<file path="src/rtl/sad_pkg.sv">
// ----------------------------------------------------------------------------
// sad_pkg
// Shared definitions for the SAD datapath.
//   SAD_ADDR_WIDTH / SAD_DATA_WIDTH : geometry of the SAD result SRAM, also
//                                     used by the SRAM itself.
//   SAD_ST_*                        : state encoding of sad_result_scanner.
//   sad_state_e                     : typed scanner state.
// Build option: SAD_CLEAR_AFTER_SCAN_EN adds the CLEAR state.
// ----------------------------------------------------------------------------
package sad_pkg;

    localparam int SAD_ADDR_WIDTH = 7;
    localparam int SAD_DATA_WIDTH = 32;

    localparam logic [2:0] SAD_ST_IDLE  = 3'd0;
    localparam logic [2:0] SAD_ST_READ  = 3'd1;
    localparam logic [2:0] SAD_ST_DRAIN = 3'd2;
    localparam logic [2:0] SAD_ST_DONE  = 3'd3;
    localparam logic [2:0] SAD_ST_CLEAR = 3'd4;

    typedef enum logic [2:0] {
        ST_IDLE  = SAD_ST_IDLE,
        ST_READ  = SAD_ST_READ,
        ST_DRAIN = SAD_ST_DRAIN,
        ST_DONE  = SAD_ST_DONE
`ifdef SAD_CLEAR_AFTER_SCAN_EN
        , ST_CLEAR = SAD_ST_CLEAR
`endif
    } sad_state_e;

endpackage

</file>
<file path="src/rtl/sad_result_scanner_if.sv">
// ----------------------------------------------------------------------------
// sad_result_scanner_if
// Bundles the scanner's control handshake and its SRAM read/write port.
//   Start          : single-cycle scan request (to scanner)
//   Sram_En/RW/Addr/Data_In : SRAM command, driven by the scanner
//   Sram_Data_Out  : SRAM read data, valid the cycle after a read edge
//   Busy/Done      : scan in progress / one-cycle completion pulse
//   Min_Sad/Min_Addr : scan result
//   dbg_state      : scanner FSM state, for observation only
// Handshake: Start is a request pulse honoured only while Busy is low;
// Done is a one-cycle pulse, after which Min_Sad/Min_Addr are final and
// hold until the next accepted Start.
// Modports: master = scanner side, slave = SRAM/control side.
// ----------------------------------------------------------------------------
interface sad_result_scanner_if
    import sad_pkg::*;
#(
    parameter int ADDR_WIDTH = SAD_ADDR_WIDTH,
    parameter int DATA_WIDTH = SAD_DATA_WIDTH
);
    logic                  Start;
    logic                  Sram_En;
    logic                  Sram_RW;
    logic [ADDR_WIDTH-1:0] Sram_Addr;
    logic [DATA_WIDTH-1:0] Sram_Data_Out;
    logic [DATA_WIDTH-1:0] Sram_Data_In;
    logic                  Busy;
    logic                  Done;
    logic [DATA_WIDTH-1:0] Min_Sad;
    logic [ADDR_WIDTH-1:0] Min_Addr;
    sad_state_e            dbg_state;

    modport master (
        input  Start, Sram_Data_Out,
        output Sram_En, Sram_RW, Sram_Addr, Sram_Data_In,
               Busy, Done, Min_Sad, Min_Addr, dbg_state
    );

    modport slave (
        output Start, Sram_Data_Out,
        input  Sram_En, Sram_RW, Sram_Addr, Sram_Data_In,
               Busy, Done, Min_Sad, Min_Addr, dbg_state
    );
endinterface

</file>
<file path="src/rtl/sad_min_tracker.sv">
// ----------------------------------------------------------------------------
// sad_min_tracker
// Follows the SRAM's one-cycle read latency and keeps the running minimum.
//   Clk, Rst    : clock, asynchronous active-low reset
//   scan_start  : accepted Start; reinitialises the result
//   rd_issue    : a read is issued this cycle (sampled by the SRAM at the edge)
//   rd_addr     : address of that read
//   rd_data     : SRAM Data_Out, valid the cycle after rd_issue
//   min_sad     : smallest value seen (all ones when nothing smaller found)
//   min_addr    : address of the first occurrence of that value
// ----------------------------------------------------------------------------
module sad_min_tracker
    import sad_pkg::*;
#(
    parameter int ADDR_WIDTH = SAD_ADDR_WIDTH,
    parameter int DATA_WIDTH = SAD_DATA_WIDTH
) (
    input  logic                  Clk,
    input  logic                  Rst,
    input  logic                  scan_start,
    input  logic                  rd_issue,
    input  logic [ADDR_WIDTH-1:0] rd_addr,
    input  logic [DATA_WIDTH-1:0] rd_data,
    output logic [DATA_WIDTH-1:0] min_sad,
    output logic [ADDR_WIDTH-1:0] min_addr
);
    // rd_vld/rd_adr delay the read command by one cycle so they line up
    // with the data returned by the SRAM.
    logic                  rd_vld_q,   rd_vld_d;
    logic [ADDR_WIDTH-1:0] rd_adr_q,   rd_adr_d;
    logic [DATA_WIDTH-1:0] min_sad_q,  min_sad_d;
    logic [ADDR_WIDTH-1:0] min_addr_q, min_addr_d;

    always_comb begin
        rd_vld_d   = rd_issue;
        rd_adr_d   = rd_addr;
        min_sad_d  = min_sad_q;
        min_addr_d = min_addr_q;
        if (scan_start) begin
            min_sad_d  = '1;
            min_addr_d = '0;
        end else if (rd_vld_q && (rd_data < min_sad_q)) begin
            // Strict compare: on ties the earlier (lower) address is kept.
            min_sad_d  = rd_data;
            min_addr_d = rd_adr_q;
        end
    end

    always_ff @(posedge Clk or negedge Rst) begin
        if (!Rst) begin
            rd_vld_q   <= 1'b0;
            rd_adr_q   <= '0;
            min_sad_q  <= '1;
            min_addr_q <= '0;
        end else begin
            rd_vld_q   <= rd_vld_d;
            rd_adr_q   <= rd_adr_d;
            min_sad_q  <= min_sad_d;
            min_addr_q <= min_addr_d;
        end
    end

    assign min_sad  = min_sad_q;
    assign min_addr = min_addr_q;
endmodule

</file>
<file path="src/rtl/sad_result_scanner.sv">
// ----------------------------------------------------------------------------
// sad_result_scanner
// Read-side master of the SAD result SRAM. On Start it reads words
// 0..NUM_ENTRIES-1 and reports the minimum SAD and its address.
//   Clk  : clock, rising edge
//   Rst  : asynchronous reset, active low
//   bus  : sad_result_scanner_if.master (Start, SRAM port, Busy, Done,
//          Min_Sad, Min_Addr, dbg_state)
// Build option: SAD_CLEAR_AFTER_SCAN_EN -- after the reads, write zero to
// every scanned word before signalling Done.
// ----------------------------------------------------------------------------
module sad_result_scanner
    import sad_pkg::*;
#(
    parameter int ADDR_WIDTH  = SAD_ADDR_WIDTH,
    parameter int DATA_WIDTH  = SAD_DATA_WIDTH,
    parameter int NUM_ENTRIES = 128
) (
    input  logic                 Clk,
    input  logic                 Rst,
    sad_result_scanner_if.master bus
);
    // One extra bit so NUM_ENTRIES = 2**ADDR_WIDTH (and the drain count
    // past it) never wraps.
    localparam int            CW        = ADDR_WIDTH + 1;
    localparam logic [CW-1:0] LAST_IDX  = CW'(NUM_ENTRIES - 1);
    localparam logic [CW-1:0] DRAIN_END = CW'(NUM_ENTRIES + 1);

    sad_state_e    state_q, state_d;
    logic [CW-1:0] cnt_q,   cnt_d;
    logic          clear_phase;

    always_comb begin
        state_d = state_q;
        cnt_d   = cnt_q;
        case (state_q)
            ST_IDLE: begin
                if (bus.Start) begin
                    state_d = ST_READ;
                    cnt_d   = '0;
                end
            end
            ST_READ: begin
                cnt_d = cnt_q + 1'b1;
                if (cnt_q == LAST_IDX) state_d = ST_DRAIN;
            end
            ST_DRAIN: begin
                // Two cycles: the last word is compared at the end of the
                // first, and the second gives the final result a settled
                // cycle before the clear sweep or Done.
                if (cnt_q == DRAIN_END) begin
                    cnt_d = '0;
`ifdef SAD_CLEAR_AFTER_SCAN_EN
                    state_d = ST_CLEAR;
`else
                    state_d = ST_DONE;
`endif
                end else begin
                    cnt_d = cnt_q + 1'b1;
                end
            end
`ifdef SAD_CLEAR_AFTER_SCAN_EN
            ST_CLEAR: begin
                cnt_d = cnt_q + 1'b1;
                if (cnt_q == LAST_IDX) begin
                    cnt_d   = '0;
                    state_d = ST_DONE;
                end
            end
`endif
            ST_DONE: begin
                cnt_d   = '0;
                state_d = ST_IDLE;
            end
            default: begin
                cnt_d   = '0;
                state_d = ST_IDLE;
            end
        endcase
    end

    always_ff @(posedge Clk or negedge Rst) begin
        if (!Rst) begin
            state_q <= ST_IDLE;
            cnt_q   <= '0;
        end else begin
            state_q <= state_d;
            cnt_q   <= cnt_d;
        end
    end

`ifdef SAD_CLEAR_AFTER_SCAN_EN
    assign clear_phase = (state_q == ST_CLEAR);
`else
    assign clear_phase = 1'b0;
`endif

    // All SRAM controls come from registers; the counter is the address.
    assign bus.Sram_En      = (state_q == ST_READ) || clear_phase;
    assign bus.Sram_RW      = clear_phase;
    assign bus.Sram_Addr    = cnt_q[ADDR_WIDTH-1:0];
    assign bus.Sram_Data_In = '0;
    assign bus.Busy         = (state_q != ST_IDLE);
    assign bus.Done         = (state_q == ST_DONE);
    assign bus.dbg_state    = state_q;

    sad_min_tracker #(
        .ADDR_WIDTH (ADDR_WIDTH),
        .DATA_WIDTH (DATA_WIDTH)
    ) u_min_tracker (
        .Clk        (Clk),
        .Rst        (Rst),
        .scan_start ((state_q == ST_IDLE) && bus.Start),
        .rd_issue   (state_q == ST_READ),
        .rd_addr    (cnt_q[ADDR_WIDTH-1:0]),
        .rd_data    (bus.Sram_Data_Out),
        .min_sad    (bus.Min_Sad),
        .min_addr   (bus.Min_Addr)
    );
endmodule

</file>
<file path="src/flat_wrapper.sv">
// flat-port wrapper written by rule: the top's interface ports become plain ports
module sad_result_scanner_flat import sad_pkg::*;
#(
    parameter int ADDR_WIDTH  = SAD_ADDR_WIDTH,
    parameter int DATA_WIDTH  = SAD_DATA_WIDTH,
    parameter int NUM_ENTRIES = 128
)
  (Clk, Rst, bus_Start, bus_Sram_Data_Out, bus_Sram_En, bus_Sram_RW, bus_Sram_Addr, bus_Sram_Data_In, bus_Busy, bus_Done, bus_Min_Sad, bus_Min_Addr, bus_dbg_state);
  sad_result_scanner_if #(.ADDR_WIDTH(ADDR_WIDTH), .DATA_WIDTH(DATA_WIDTH)) bus_i ();
  input  logic Clk;
  input  logic Rst;
  input wire logic [$bits(bus_i.Start)-1:0] bus_Start;
  input wire logic [$bits(bus_i.Sram_Data_Out)-1:0] bus_Sram_Data_Out;
  output wire logic [$bits(bus_i.Sram_En)-1:0] bus_Sram_En;
  output wire logic [$bits(bus_i.Sram_RW)-1:0] bus_Sram_RW;
  output wire logic [$bits(bus_i.Sram_Addr)-1:0] bus_Sram_Addr;
  output wire logic [$bits(bus_i.Sram_Data_In)-1:0] bus_Sram_Data_In;
  output wire logic [$bits(bus_i.Busy)-1:0] bus_Busy;
  output wire logic [$bits(bus_i.Done)-1:0] bus_Done;
  output wire logic [$bits(bus_i.Min_Sad)-1:0] bus_Min_Sad;
  output wire logic [$bits(bus_i.Min_Addr)-1:0] bus_Min_Addr;
  output wire logic [$bits(bus_i.dbg_state)-1:0] bus_dbg_state;
  assign bus_i.Start = bus_Start;
  assign bus_i.Sram_Data_Out = bus_Sram_Data_Out;
  assign bus_Sram_En = bus_i.Sram_En;
  assign bus_Sram_RW = bus_i.Sram_RW;
  assign bus_Sram_Addr = bus_i.Sram_Addr;
  assign bus_Sram_Data_In = bus_i.Sram_Data_In;
  assign bus_Busy = bus_i.Busy;
  assign bus_Done = bus_i.Done;
  assign bus_Min_Sad = bus_i.Min_Sad;
  assign bus_Min_Addr = bus_i.Min_Addr;
  assign bus_dbg_state = bus_i.dbg_state;
  sad_result_scanner #(.ADDR_WIDTH(ADDR_WIDTH), .DATA_WIDTH(DATA_WIDTH), .NUM_ENTRIES(NUM_ENTRIES)) u_core (.Clk(Clk), .Rst(Rst), .bus(bus_i));
endmodule
</file>
<file path="config.mk">
export PLATFORM = sky130hd
export DESIGN_NAME = sad_result_scanner_flat
export DESIGN_NICKNAME = d
export VERILOG_FILES = /design/src/rtl/sad_pkg.sv /design/src/rtl/sad_result_scanner_if.sv /design/src/rtl/sad_min_tracker.sv /design/src/rtl/sad_result_scanner.sv /design/src/flat_wrapper.sv
export SDC_FILE = /design/constraint.sdc
export NUM_CORES = 1
export LEC_CHECK = 0
export ABC_AREA = 0
export CORE_ASPECT_RATIO = 0.75
export CORE_UTILIZATION = 43
export DETAILED_ROUTE_END_ITERATION = 16
export PLACE_DENSITY = 0.82
export SLEW_MARGIN = 10
export SYNTH_ARGS = -nofsm -noshare
export SYNTH_HDL_FRONTEND = slang
export SYNTH_HIERARCHICAL = 1
export SYNTH_SLANG_ARGS = --single-unit
export TNS_END_PERCENT = 5
</file>
<file path="constraint.sdc">
create_clock -name Clk -period 2.4 [get_ports Clk]
set_input_delay 0.24 -clock Clk [delete_from_list [all_inputs] [get_ports Clk]]
set_output_delay 0.24 -clock Clk [all_outputs]
set_load 0.02 [all_outputs]
</file>
==> out/metrics.yaml <==
status:
  status: "complete, but fails checks"
  violations: "hold timing, setup timing"
floorplan:
  die_w_um: 110
  start_util_pct: 44.7
  dieHeight_um: 83.4
  io_pins: 120
  coreArea_mm2: 0.00849
  rows: 29
  die-area_mm2: 0.00921
worst_setup_path:
  worstPathRequired_ns: 2.63
  r2r_end: "u_core/u_min_tracker/min_sad[20]"
  r2r-start: "u_core/u_min_tracker/min_sad[1]"
  critPathArrivalTime_ns: 2.72
  cp-endpoint: "u_core/u_min_tracker/min_sad[20]"
  ff2ff_setup_slack_ns: -0.09
  end_kind: "flip-flop"
  startpoint_type: "flip-flop"
  crit_start: "u_core/u_min_tracker/min_sad[1]"
  reg2regPathDepth: 10
  crit_fanout: 7
  crit_type: "flip-flop to flip-flop"
clock_tree:
  cts_root_buf: "clkbuf_16"
  path_clk_slew_ns: 0.05
  insertion_delay_ns: 0.32
  cts-htree-levels: 3
  clk_path_buf_depth: 2
  clock-sinks: 57
  cts_tree: "built"
  hold_buffers: 0
  cts_buffers: 9
synthesis:
  ys_warn_count: 6
  syn_inst: 390
  synth.avg_cell_area_um2: 9.73
  synth_edf_count: 0
  synth-seq-cells: 57
  synth_area_leaders: "dfstp_2 (22%), dfrtp_1 (16%), ha_1 (13%)"
  synth_cell_type_count: 43
  synth_async_sr_flop_share_pct: 100
  netlist_area_mm2: 0.00379
  yosysTopAreaCell: "dfstp_2"
  yosysSeqAreaShare_pct: 38.6
  synthFlopType: "dfstp_2"
  synth_top_cell_area_share_pct: 22.2
grt:
  grt_max_degree: 45
  grt_usage_pct: 19.8
  grt_overflow: 0
  grt_pass1_wl_um: 14700
  met3_usage_pct: 4.38
  grt_pass1_vias: 3081
  grt_util_met1_pct: 25.9
  use_met2_pct: 32.7
  top_usage_layer: "met2"
  antenna_found_initial: 0
sta:
  finalMaxSlewViolations: 0
  tightest_slew_ns: 0.739
  setup_ws_ns: -0.0901
  skew_ns: 0.00969
  rsz0062_at_grt: "yes"
  fin_crit_ns: 2.49
  final_hold_viol_count: 3
  post-route-period-util_pct: 104
  setup_tns_ns: -1.62
  timing.hold.ws_ns: -0.00788
  max_freq_mhz: 402
  slew_headroom_pct: 50.7
  setup-violations-final: 39
drt:
  post_drt_wl_per_cell_um: 14.6
  drc: 0
  avgViaCountPerCell: 4.88
  first_iter_violations: 121
  finalWirelength_um: 8820
  ant_nets: 0
  vias: 2956
  dr.pass1.iters: 4
placed_design:
  numPortBuffers: 85
  place_congestion: 0.828
  dp_slack_ns: -0.331
  dp.final_hpwl_um: 6250
cells_and_area:
  area_growth_syn_to_layout_pct: 37.5
  final_nets: 566
  final_cell_mix: "clkdlybuf4s50_1 (84), nor2_1 (67), mux2i_1 (38), inv_1 (34), conb_1 (34)"
  drive_above_1_share_pct: 19.5
  n_antenna_cell: 0
  fin_util_pct: 61.5
  layout_commonest_cell: "clkdlybuf4s50_1"
run:
  cap_violations: 0
power_and_ir_drop:
  peakVddDrop_v: 0.000705
  p_leak_uw: 0.00255
  powerDensity_mw_per_mm2: 1200
min_path:
  hold_class: "input port to async pin"
logic make-up after synthesis:
family	share of synthesized area, %
adders and majority gates	12.5
and+or+nand+nor	15.6
DFF	38.6
buffers and inverters	13.6
other	0.0988
AOI/OAI and AO/OA	8.77
muxes	10.8
registers in the layout, indices dropped and copies added, names as in the netlist:
register	count
u_core/u_min_tracker/min_sad	32
u_core/cnt_q	8
u_core/u_min_tracker/min_addr	7
u_core/u_min_tracker/rd_adr_q	7
u_core/bus.dbg_state	2
u_core/u_min_tracker/rd_vld_q	1
final cells by class:
class,count,area [um2]
repair buffers,113,1140
clock inverters,3,40.0
fillers,722,3270
flip-flops and latches,57,1470
well taps,108,135
multi-input cells,276,2040
inverters,36,135
clock buffers,13,260
layer usage:
layer / up-vias / share of wire (%)
li1: 1443 / -
met1: 1427 / 46
met2: 75 / 48
met3: 11 / 5.1
met4: 0 / 0.99
met5: - / 0
how the worst min path moves through the flow:
stage | start | slack (ns) | end
2_1_floorplan | Rst | -0.06 | u_core/bus.dbg_state[0]
3_5_place_dp | Rst | 0.34 | u_core/u_min_tracker/min_addr[1]
5_1_grt | Rst | 0.03 | u_core/u_min_tracker/min_addr[1]
3_3_place_gp | Rst | 0.33 | u_core/u_min_tracker/min_addr[1]
4_1_cts | Rst | 0.0003 | u_core/u_min_tracker/min_addr[1]
6_report | Rst | -0.008 | u_core/u_min_tracker/min_addr[0]
Yosys cell counts, types with 2 or more instances:
cell,instances
nor2_1,67
buf_4,43
mux2i_1,40
ha_1,38
inv_1,36
dfstp_2,32
dfrtp_1,25
nand2b_1,19
nand2_1,10
a21oi_1,9
clkbuf_1,9
o21ai_0,9
o2bb2ai_1,5
and4_1,4
nand3_1,4
a21o_1,3
and3_1,3
nand4_1,3
o31ai_1,3
a211o_1,2
a31oi_1,2
buf_6,2
or3_1,2
report_power, final:
part / leakage (uW) / total (uW) / switching (uW) / internal [uW]
Sequential: 0.000623 / 1690 / 223 / 1470
Clock: 0.000150 / 1280 / 421 / 856
Combinational: 0.00177 / 3310 / 1620 / 1690
Total: 0.00255 / 6270 / 2260 / 4010
what timing repair did:
action,in CTS,in global routing
endpoints found under the hold margin,0,0
resized for setup,11,7
pin swaps,6,2
buffers inserted,3,1
cloned,2,0
setup endpoints to repair,39,39
through the flow:
step	total power, uW	cells	instance area [um2]
floorplan	3480	423	3950
global placement	4470	584	4740
detailed placement	4590	584	4740
CTS	6250	605	5180
global route	6640	606	5220
finish	6270	606	5220
worst max-delay path, cell delays in order, from the launching register on:
cell,delay (ns)
dfstp_2,0.55
inv_1,0.05
ha_1,0.17
a211o_1,0.29
a31oi_1,0.17
o31ai_1,0.09
a211o_1,0.30
a31oi_4,0.26
buf_6,0.16
buf_12,0.13
mux2i_1,0.23
(Power assumes the default switching activity.)
